File: src/rtl/pipe_hazard_ctrl.sv
// Hazard, forwarding and drain controller for a 5-stage IF/ID/EX/MEM/WB pipeline.
// Produces operand forwarding selects, stall/bubble/flush controls, a halt drain sequence and status.
module pipe_hazard_ctrl #(
    parameter int AW           = 4,
    parameter int ZERO_REG     = 1,
    parameter int DRAIN_CYCLES = 3,
    parameter int MEM_TIMEOUT  = 64,
    parameter int CNT_W        = 16
) (
    input  logic             clk,
    input  logic             rst,
    input  logic             id_valid,
    input  logic             id_halt,
    input  logic [AW-1:0]    id_src0_addr,
    input  logic [AW-1:0]    id_src1_addr,
    input  logic             id_src0_used,
    input  logic             id_src1_used,
    input  logic             ex_valid,
    input  logic             ex_we,
    input  logic             ex_is_load,
    input  logic [AW-1:0]    ex_dst,
    input  logic             mem_valid,
    input  logic             mem_we,
    input  logic             mem_is_load,
    input  logic [AW-1:0]    mem_dst,
    input  logic             mem_req,
    input  logic             mem_ready,
    input  logic             wb_valid,
    input  logic             wb_we,
    input  logic [AW-1:0]    wb_dst,
    input  logic             redirect,
    output logic [1:0]       fwd_sel0,
    output logic [1:0]       fwd_sel1,
    output logic             stall_pc,
    output logic             stall_if_id,
    output logic             stall_id_ex,
    output logic             stall_ex_mem,
    output logic             bubble_ex,
    output logic             bubble_wb,
    output logic             flush_if_id,
    output logic             flush_id_ex,
    output logic             halted,
    output logic             mem_err,
    output logic [CNT_W-1:0] stall_cnt
);

    localparam int DCW = (DRAIN_CYCLES > 1) ? $clog2(DRAIN_CYCLES) : 1;
    localparam int WCW = (MEM_TIMEOUT > 1) ? $clog2(MEM_TIMEOUT) : 1;

    typedef enum logic [1:0] {RUN, DRAIN, HALTED} state_t;

    state_t         state, next_state;
    logic [DCW-1:0] drain_cnt;
    logic [WCW-1:0] wait_cnt;

    logic src0_ok, src1_ok;
    logic ex_hit0, mem_hit0, wb_hit0;
    logic ex_hit1, mem_hit1, wb_hit1;
    logic lu, ms;

    // A load in MEM forwards like any other result; the datapath substitutes the load data.
    logic unused_mem_is_load;
    assign unused_mem_is_load = mem_is_load;

    assign src0_ok = id_src0_used && !((ZERO_REG != 0) && (id_src0_addr == '0));
    assign src1_ok = id_src1_used && !((ZERO_REG != 0) && (id_src1_addr == '0));

    assign ex_hit0  = src0_ok && ex_valid  && ex_we  && (ex_dst  == id_src0_addr);
    assign mem_hit0 = src0_ok && mem_valid && mem_we && (mem_dst == id_src0_addr);
    assign wb_hit0  = src0_ok && wb_valid  && wb_we  && (wb_dst  == id_src0_addr);
    assign ex_hit1  = src1_ok && ex_valid  && ex_we  && (ex_dst  == id_src1_addr);
    assign mem_hit1 = src1_ok && mem_valid && mem_we && (mem_dst == id_src1_addr);
    assign wb_hit1  = src1_ok && wb_valid  && wb_we  && (wb_dst  == id_src1_addr);

    assign lu = id_valid && ex_valid && ex_is_load && ex_we && (ex_hit0 || ex_hit1);
    assign ms = mem_req && !mem_ready;

    assign halted = (state == HALTED);

    always_comb begin
        fwd_sel0     = 2'd0;
        fwd_sel1     = 2'd0;
        stall_pc     = 1'b0;
        stall_if_id  = 1'b0;
        stall_id_ex  = 1'b0;
        stall_ex_mem = 1'b0;
        bubble_ex    = 1'b0;
        bubble_wb    = 1'b0;
        flush_if_id  = 1'b0;
        flush_id_ex  = 1'b0;
        next_state   = state;
        if (!rst) begin
            if (ex_hit0)       fwd_sel0 = 2'd1;
            else if (mem_hit0) fwd_sel0 = 2'd2;
            else if (wb_hit0)  fwd_sel0 = 2'd3;
            if (ex_hit1)       fwd_sel1 = 2'd1;
            else if (mem_hit1) fwd_sel1 = 2'd2;
            else if (wb_hit1)  fwd_sel1 = 2'd3;
            case (state)
                RUN: begin
                    if (ms) begin
                        stall_pc     = 1'b1;
                        stall_if_id  = 1'b1;
                        stall_id_ex  = 1'b1;
                        stall_ex_mem = 1'b1;
                        bubble_wb    = 1'b1;
                    end else if (redirect) begin
                        flush_if_id = 1'b1;
                        flush_id_ex = 1'b1;
                    end else if (lu) begin
                        stall_pc    = 1'b1;
                        stall_if_id = 1'b1;
                        bubble_ex   = 1'b1;
                    end else if (id_valid && id_halt) begin
                        next_state = DRAIN;
                    end
                end
                DRAIN: begin
                    stall_pc    = 1'b1;
                    stall_if_id = 1'b1;
                    if (ms) begin
                        stall_id_ex  = 1'b1;
                        stall_ex_mem = 1'b1;
                        bubble_wb    = 1'b1;
                    end else if (drain_cnt == '0) begin
                        next_state = HALTED;
                    end
                end
                HALTED: begin
                    stall_pc     = 1'b1;
                    stall_if_id  = 1'b1;
                    stall_id_ex  = 1'b1;
                    stall_ex_mem = 1'b1;
                end
                default: next_state = RUN;
            endcase
        end
    end

    always_ff @(posedge clk) begin
        if (rst) begin
            state     <= RUN;
            drain_cnt <= '0;
            wait_cnt  <= '0;
            mem_err   <= 1'b0;
            stall_cnt <= '0;
        end else begin
            state <= next_state;
            if (state == RUN && next_state == DRAIN)
                drain_cnt <= DCW'(DRAIN_CYCLES - 1);
            else if (state == DRAIN && !ms && drain_cnt != '0)
                drain_cnt <= drain_cnt - 1'b1;
            // wait_cnt parks at its terminal value; mem_err is sticky anyway.
            if (!ms)
                wait_cnt <= '0;
            else if (wait_cnt != WCW'(MEM_TIMEOUT - 1))
                wait_cnt <= wait_cnt + 1'b1;
            if (ms && wait_cnt == WCW'(MEM_TIMEOUT - 1))
                mem_err <= 1'b1;
            if (state == RUN && stall_pc && stall_cnt != '1)
                stall_cnt <= stall_cnt + 1'b1;
        end
    end

endmodule

File: config.mk
export PLATFORM = sky130hd
export DESIGN_NAME = pipe_hazard_ctrl
export DESIGN_NICKNAME = d
export VERILOG_FILES = /design/src/rtl/pipe_hazard_ctrl.sv
export SDC_FILE = /design/constraint.sdc
export NUM_CORES = 1
export LEC_CHECK = 0
export BUFFER_PORTS_ARGS = -buffer_cell sky130_fd_sc_hd__buf_2
export CORE_ASPECT_RATIO = 1.4
export CORE_UTILIZATION = 55
export DETAILED_ROUTE_END_ITERATION = 16
export GPL_ROUTABILITY_DRIVEN = 0
export PLACE_DENSITY = 0.86
export SLEW_MARGIN = 20
export SYNTH_ARGS = -nofsm -noshare
export SYNTH_HDL_FRONTEND = slang
export SYNTH_SLANG_ARGS = --single-unit
File: constraint.sdc
create_clock -name clk -period 4 [get_ports clk]
set_clock_uncertainty 0.05 [all_clocks]
set_input_delay 0.2 -clock clk [delete_from_list [all_inputs] [get_ports clk]]
set_output_delay 0.2 -clock clk [all_outputs]
set_load 0.01 [all_outputs]
### Word-level counts from Yosys, hierarchy flattened

Index checks and enable logic that the tools add are counted.

* flip-flop bits (word level): 27
* bits in read-only memories: 0
* latch bits: 0
* logic and storage cells: 104
* RAM bits: 0
* input bits: 37
* memories: 0
* output and inout port bits: 30

* bitwise operators: 1
* div/mod/pow operators: 0
* eq/ne operators: 12
* add/subtract/negate cells: 3
* reduce and logical (&&, ||, !) cells: 47
* $mul: 0
* multiplexer cells: 35
* $lt $le $gt $ge: 0
* shift operators: 0

Operator list (count)
* $mux W2: 17
* $logic_and A1 B1 Y1: 32
* $eq A4 B4 Y1: 6
* $add A16 B1 Y16 const B: 1
* $ne A16 B16 Y1 const B: 1
* $mux W1: 15
* $logic_not A4 Y1: 2
* $reduce_or A2 Y1: 4
* $add A6 B1 Y6 const B: 1
* $eq A6 B6 Y1 const B: 1
* $ne A6 B6 Y1 const B: 1
* $pmux W2 S3: 1
* $eq A2 B1 Y1 const B: 2
* $logic_not A1 Y1: 4
* $logic_not A2 Y1: 2
* $pmux W1 S2: 2
* $reduce_bool A2 Y1: 2
* $eq A2 B2 Y1 const B: 1
* $sub A2 B1 Y2 const B: 1
* $logic_or A1 B1 Y1: 1
* $not A1 Y1: 1

### Depth between registers and ports, before layout

* word-level depth: 16
* gate-level depth with buffers: 9
* gate-level depth less buffers: 8

### Worst setup path after synthesis

OpenSTA, ideal clock, no wires.

* path type: register -> register
* from: register state[1]
* to: register stall_cnt[15]
* slack: 1.837 ns
* required time: 3.825 ns
* library setup time: 0.125 ns
* stages on the path, launching flop included: 9
* period minus slack after synthesis: 2.163 ns
* arrival time: 1.989 ns
* cell sequence: dfxtp_1 > inv_1 > ha_1 > nand2b_1 > or4_1 > clkbuf_2 > a211oi_2 > nand3_1 > mux2i_1

* longest elaborated chain between the ends: 6

RTL lines
* start, declared: line 52 `state_t state, next_state;`
* start signal, assigned: line 148 `state <= next_state;`
* $eq A2 B2 Y1 or $eq A2 B1 Y1 (tied branches): line 99 `case (state)`
* $reduce_or A2 Y1 (no source line)
* $pmux W1 S2: line 99
* $mux W1: line 92 `if (!rst) begin`
* $logic_and A1 B1 Y1 (*) (2 in series): line 160 `if (state == RUN && stall_pc && stall_cnt != '1)`
* end signal, assigned: line 161 `stall_cnt <= stall_cnt + 1'b1;`
* end, declared: line 44 `output logic [CNT_W-1:0] stall_cnt`

Every way passes the cells marked *; elsewhere a longest branch is shown, timed or not.
A chain may end at the register's enable or synchronous reset.

### Worst setup path after layout

Ends and elaborated chain as after synthesis.

==> run_summary.xml <==
<?xml version="1.0" encoding="UTF-8"?>
<metrics>
  <group name="worst_setup_path">
    <metric name="required" unit="ns">4.13</metric>
    <metric name="critical_path_peak_fanout" unit="">15</metric>
    <metric name="worst_r2r_startpoint" unit="">state[1]</metric>
    <metric name="crit-reg2reg-capture" unit="">stall_cnt[15]</metric>
    <metric name="critPathArrivalTime" unit="ns">2.89</metric>
    <metric name="reg2reg_depth" unit="">7</metric>
    <metric name="worst_setup_path_end_kind" unit="">flop</metric>
    <metric name="cp-startpoint" unit="">state[1]</metric>
    <metric name="timing.critical_path.from_type" unit="">flop</metric>
    <metric name="reg2reg_slack" unit="ns">1.24</metric>
    <metric name="timing_worst_setup_path_type" unit="">flop to flop</metric>
  </group>
  <group name="worst_hold_path">
    <metric name="hold_path.startpoint" unit="">mem_ready</metric>
    <metric name="hold-path-endpoint" unit="">mem_err</metric>
    <metric name="min_delay_path_depth" unit="">4</metric>
    <metric name="type_of_the_worst_min_delay_path" unit="">input pin to flop</metric>
  </group>
  <group name="cts">
    <metric name="clkTransAtPathRegs" unit="ns">0.09</metric>
    <metric name="ctsHtreeMaxLevel" unit="">1</metric>
    <metric name="total_cts_buffers" unit="">3</metric>
    <metric name="clockRootBuffer" unit="">sky130_fd_sc_hd__clkbuf_8</metric>
    <metric name="hold_buffer_count_at_cts" unit="">0</metric>
    <metric name="clock_sink_count" unit="">27</metric>
    <metric name="clock_latency_reported_for_the_late_side_of_the_worst_skew_pair" unit="ns">0.28</metric>
    <metric name="postCtsSetupRepairBufs" unit="">0</metric>
    <metric name="max-clock-path-buffers" unit="">2</metric>
    <metric name="post_cts_resize_count" unit="">0</metric>
    <metric name="cts_tree" unit="">yes</metric>
  </group>
  <group name="pwr">
    <metric name="ir_worst_vdd" unit="mV">0.247</metric>
    <metric name="cellLeakagePower" unit="uW">0.000956</metric>
    <metric name="cellPowerDensity" unit="nW/um^2">311</metric>
  </group>
  <group name="timing">
    <metric name="fmax" unit="MHz">362</metric>
    <metric name="max-slew-margin-rel" unit="%">44.7</metric>
    <metric name="worst_hold_slack_after_final_layout" unit="ns">0.294</metric>
    <metric name="worstMarginPinSlew" unit="ns">0.827</metric>
    <metric name="setup-violations-final" unit="">0</metric>
    <metric name="final_critical_path_setup_slack" unit="ns">1.24</metric>
    <metric name="finalHoldViolations" unit="">0</metric>
    <metric name="drv_slew" unit="">0</metric>
    <metric name="rsz_0062_raised_after_global_routing" unit="">false</metric>
    <metric name="time_the_worst_path_needs_with_i_o_delays_and_setup" unit="ns">2.76</metric>
    <metric name="setup-tns-final" unit="ns">0</metric>
    <metric name="fin_crit_sh" unit="%">69.1</metric>
  </group>
  <group name="drt">
    <metric name="wl" unit="mm">4.55</metric>
    <metric name="post_drt_wl_per_cell" unit="um">13.3</metric>
    <metric name="drc_violations_left" unit="">0</metric>
    <metric name="first_pass_iteration_count_of_the_detailed_router" unit="">4</metric>
    <metric name="drtAntennaViolNets" unit="">0</metric>
    <metric name="vias_per_cell" unit="">5.64</metric>
    <metric name="drtIter0Drc" unit="">44</metric>
    <metric name="via_count_of_the_routed_design" unit="">1923</metric>
  </group>
  <group name="synth">
    <metric name="mappedNetlistArea" unit="um^2">2000</metric>
    <metric name="synth.most_common_cell" unit="">sky130_fd_sc_hd__nor2_1</metric>
    <metric name="synthesis.instances" unit="">243</metric>
    <metric name="number_of_synthesized_flops_with_an_enable_pin" unit="">0</metric>
    <metric name="combinational_family_with_the_most_area_after_synthesis" unit="">simple AND/OR/NAND/NOR gates</metric>
    <metric name="xor_xnor_portion_of_the_synthesized_cell_area" unit="%">17.5</metric>
    <metric name="yosysTopAreaCellShare" unit="%">27.0</metric>
    <metric name="synth_nets" unit="">288</metric>
    <metric name="async_reset_ff_share" unit="%">0</metric>
    <metric name="ys_ff_latch" unit="">27</metric>
    <metric name="ys_warn_count" unit="">0</metric>
    <metric name="dominant_cells_by_area_after_synthesis" unit="">sky130_fd_sc_hd__dfxtp_1 27%, sky130_fd_sc_hd__xnor2_1 13%, sky130_fd_sc_hd__nor2_1 5.8%, sky130_fd_sc_hd__ha_1 5.0%, sky130_fd_sc_hd__xor2_1 4.8%</metric>
    <metric name="yosysTopAreaCell" unit="">sky130_fd_sc_hd__dfxtp_1</metric>
    <metric name="synth-adder-area-share" unit="%">5.00</metric>
    <metric name="synth_simple_gate_area_share" unit="%">28.8</metric>
    <metric name="number_of_distinct_library_cells_after_synthesis" unit="">45</metric>
    <metric name="postSynthAreaPerCell" unit="um^2">8.24</metric>
    <metric name="synth.cells.most_frequent" unit="">31 x sky130_fd_sc_hd__nor2_1, 29 x sky130_fd_sc_hd__xnor2_1, 27 x sky130_fd_sc_hd__dfxtp_1</metric>
    <metric name="synth_seq_area_share" unit="%">27.0</metric>
    <metric name="flip_flop_cell_with_the_highest_count_after_synthesis" unit="">sky130_fd_sc_hd__dfxtp_1</metric>
    <metric name="synth_compound_area_share" unit="%">15.7</metric>
    <metric name="share_of_synthesized_area_spent_on_multiplexers" unit="%">1.50</metric>
  </group>
  <group name="cells_and_area">
    <metric name="num-fill-cells" unit="">297</metric>
    <metric name="finalNetCount" unit="">347</metric>
    <metric name="final_area" unit="um^2">2350</metric>
    <metric name="layout-drive-gt1-share" unit="%">28.2</metric>
    <metric name="antennaDiodeCount" unit="">0</metric>
    <metric name="syn2layout_area_growth" unit="%">17.4</metric>
  </group>
  <group name="global_route">
    <metric name="first_global_vias" unit="">1815</metric>
    <metric name="grt_first_pass_wirelength" unit="mm">7.53</metric>
    <metric name="antenna_violations_before_repair" unit="">0</metric>
    <metric name="gr-total-overflow" unit="">0</metric>
    <metric name="grt_max_degree" unit="">30</metric>
    <metric name="gr-usage-all-layers" unit="%">25.6</metric>
  </group>
  <group name="die">
    <metric name="dieWidth" unit="um">53.0</metric>
    <metric name="die_height" unit="um">73.4</metric>
    <metric name="design.core.area" unit="um^2">3440</metric>
    <metric name="core.rowCount" unit="">25</metric>
    <metric name="floorplan.die_area" unit="um^2">3890</metric>
    <metric name="io_pins" unit="">67</metric>
    <metric name="floorplan.initialDensity" unit="%">58.2</metric>
  </group>
  <group name="placement">
    <metric name="dpl-instance-area" unit="um^2">2300</metric>
    <metric name="place_worst_setup_slack" unit="ns">1.26</metric>
    <metric name="dpl_wire_length" unit="mm">3.54</metric>
    <metric name="port_buffers" unit="">65</metric>
  </group>
  <group name="status">
    <metric name="run_status" unit="">finished clean</metric>
  </group>
  <group name="job">
    <metric name="max-cap-violations" unit="">0</metric>
  </group>
</metrics>
## worst max-delay path, cell delays in order (launching register included)
cell	delay [ns]
sky130_fd_sc_hd__dfxtp_1	0.39
sky130_fd_sc_hd__inv_1	0.18
sky130_fd_sc_hd__ha_1	0.36
sky130_fd_sc_hd__nand2b_1	0.18
sky130_fd_sc_hd__or4_1	0.83
sky130_fd_sc_hd__a211oi_2	0.41
sky130_fd_sc_hd__nand3_1	0.14
sky130_fd_sc_hd__mux2i_1	0.13
## cells in the final DEF, fill, tap and decap left out, drive strengths merged, types with 2 or more instances in the layout
| master | count |
|---|---|
| or4 | 2 |
| ha | 8 |
| nor4 | 8 |
| inv | 5 |
| nand2b | 3 |
| dfxtp | 27 |
| mux2i | 3 |
| o21ai | 5 |
| a21oi | 18 |
| and2 | 3 |
| xnor2 | 29 |
| and4 | 2 |
| nand4 | 10 |
| nand3 | 15 |
| xor2 | 11 |
| a211oi | 6 |
| a221oi | 2 |
| nor2 | 31 |
| o41ai | 2 |
| nor3b | 2 |
| and3 | 3 |
| nor3 | 6 |
| buf | 65 |
| a21boi | 2 |
| clkbuf | 4 |
| nand2 | 17 |
| nand3b | 2 |
## final cells by class
class                      instances  area [um^2]  area share, %
timing repair buffer              65          325           13.8
sequential                        27          541           23.0
multi-input combinational        200         1370           58.3
clock buffer                       4         45.0           1.92
tap                               40         50.0           2.13
inverter                           5         18.8          0.799
## metrics by stage
step | power, uW | instances | util, %
final | 731 | 341 | 68.3
after CTS | 731 | 341 | 68.3
after detailed placement | 576 | 337 | 67.0
after floorplan | 511 | 243 | -
after global placement | 570 | 337 | 67.0
after global routing | 776 | 341 | 68.3
## kinds of logic (layout without fill, tap and decap cells)
kind of cell,after synthesis,count (layout)
compound gates,40,40
xor+xnor,40,40
fa+ha+maj,8,8
flops,27,27
buf+inv,16,74
mux,3,3
simple gates,109,109
## state kept, by name (all words and copies together), names as in the netlist
signal and cells:
drain_cnt 2, mem_err 1, stall_cnt 16, state 2
wait_cnt 6
## power by group
| part | internal, uW | switching [uW] | total (uW) |
|---|---|---|---|
| sequential | 283 | 19.2 | 302 |
| combinational | 109 | 161 | 270 |
| clock | 71.6 | 87.4 | 159 |
## worst max-delay path by stage
stage                         end  slack [ns]  cells after the start
CTS                 stall_cnt[15]        1.24                      7
finish              stall_cnt[15]        1.24                      7
global route        stall_cnt[15]        1.03                      7
detailed placement  stall_cnt[15]        1.26                      7
floorplan           stall_cnt[15]        1.84                      8
global placement    stall_cnt[15]        1.32                      7
## per-layer routing
| layer | vias to the layer above | global-route usage [%] | wire [um] | share of wire, % |
|---|---|---|---|---|
| met1 | 859 | 28.1 | 1840 | 41 |
| met4 | 0 | 12.6 | 153 | 3.4 |
| met2 | 74 | 46.8 | 2310 | 51 |
| met3 | 13 | 3.11 | 239 | 5.3 |
| li1 | 977 | - | - | - |
| met5 | - | 0 | 0 | 0 |
Note: power is estimated with default switching activity, not from simulation.
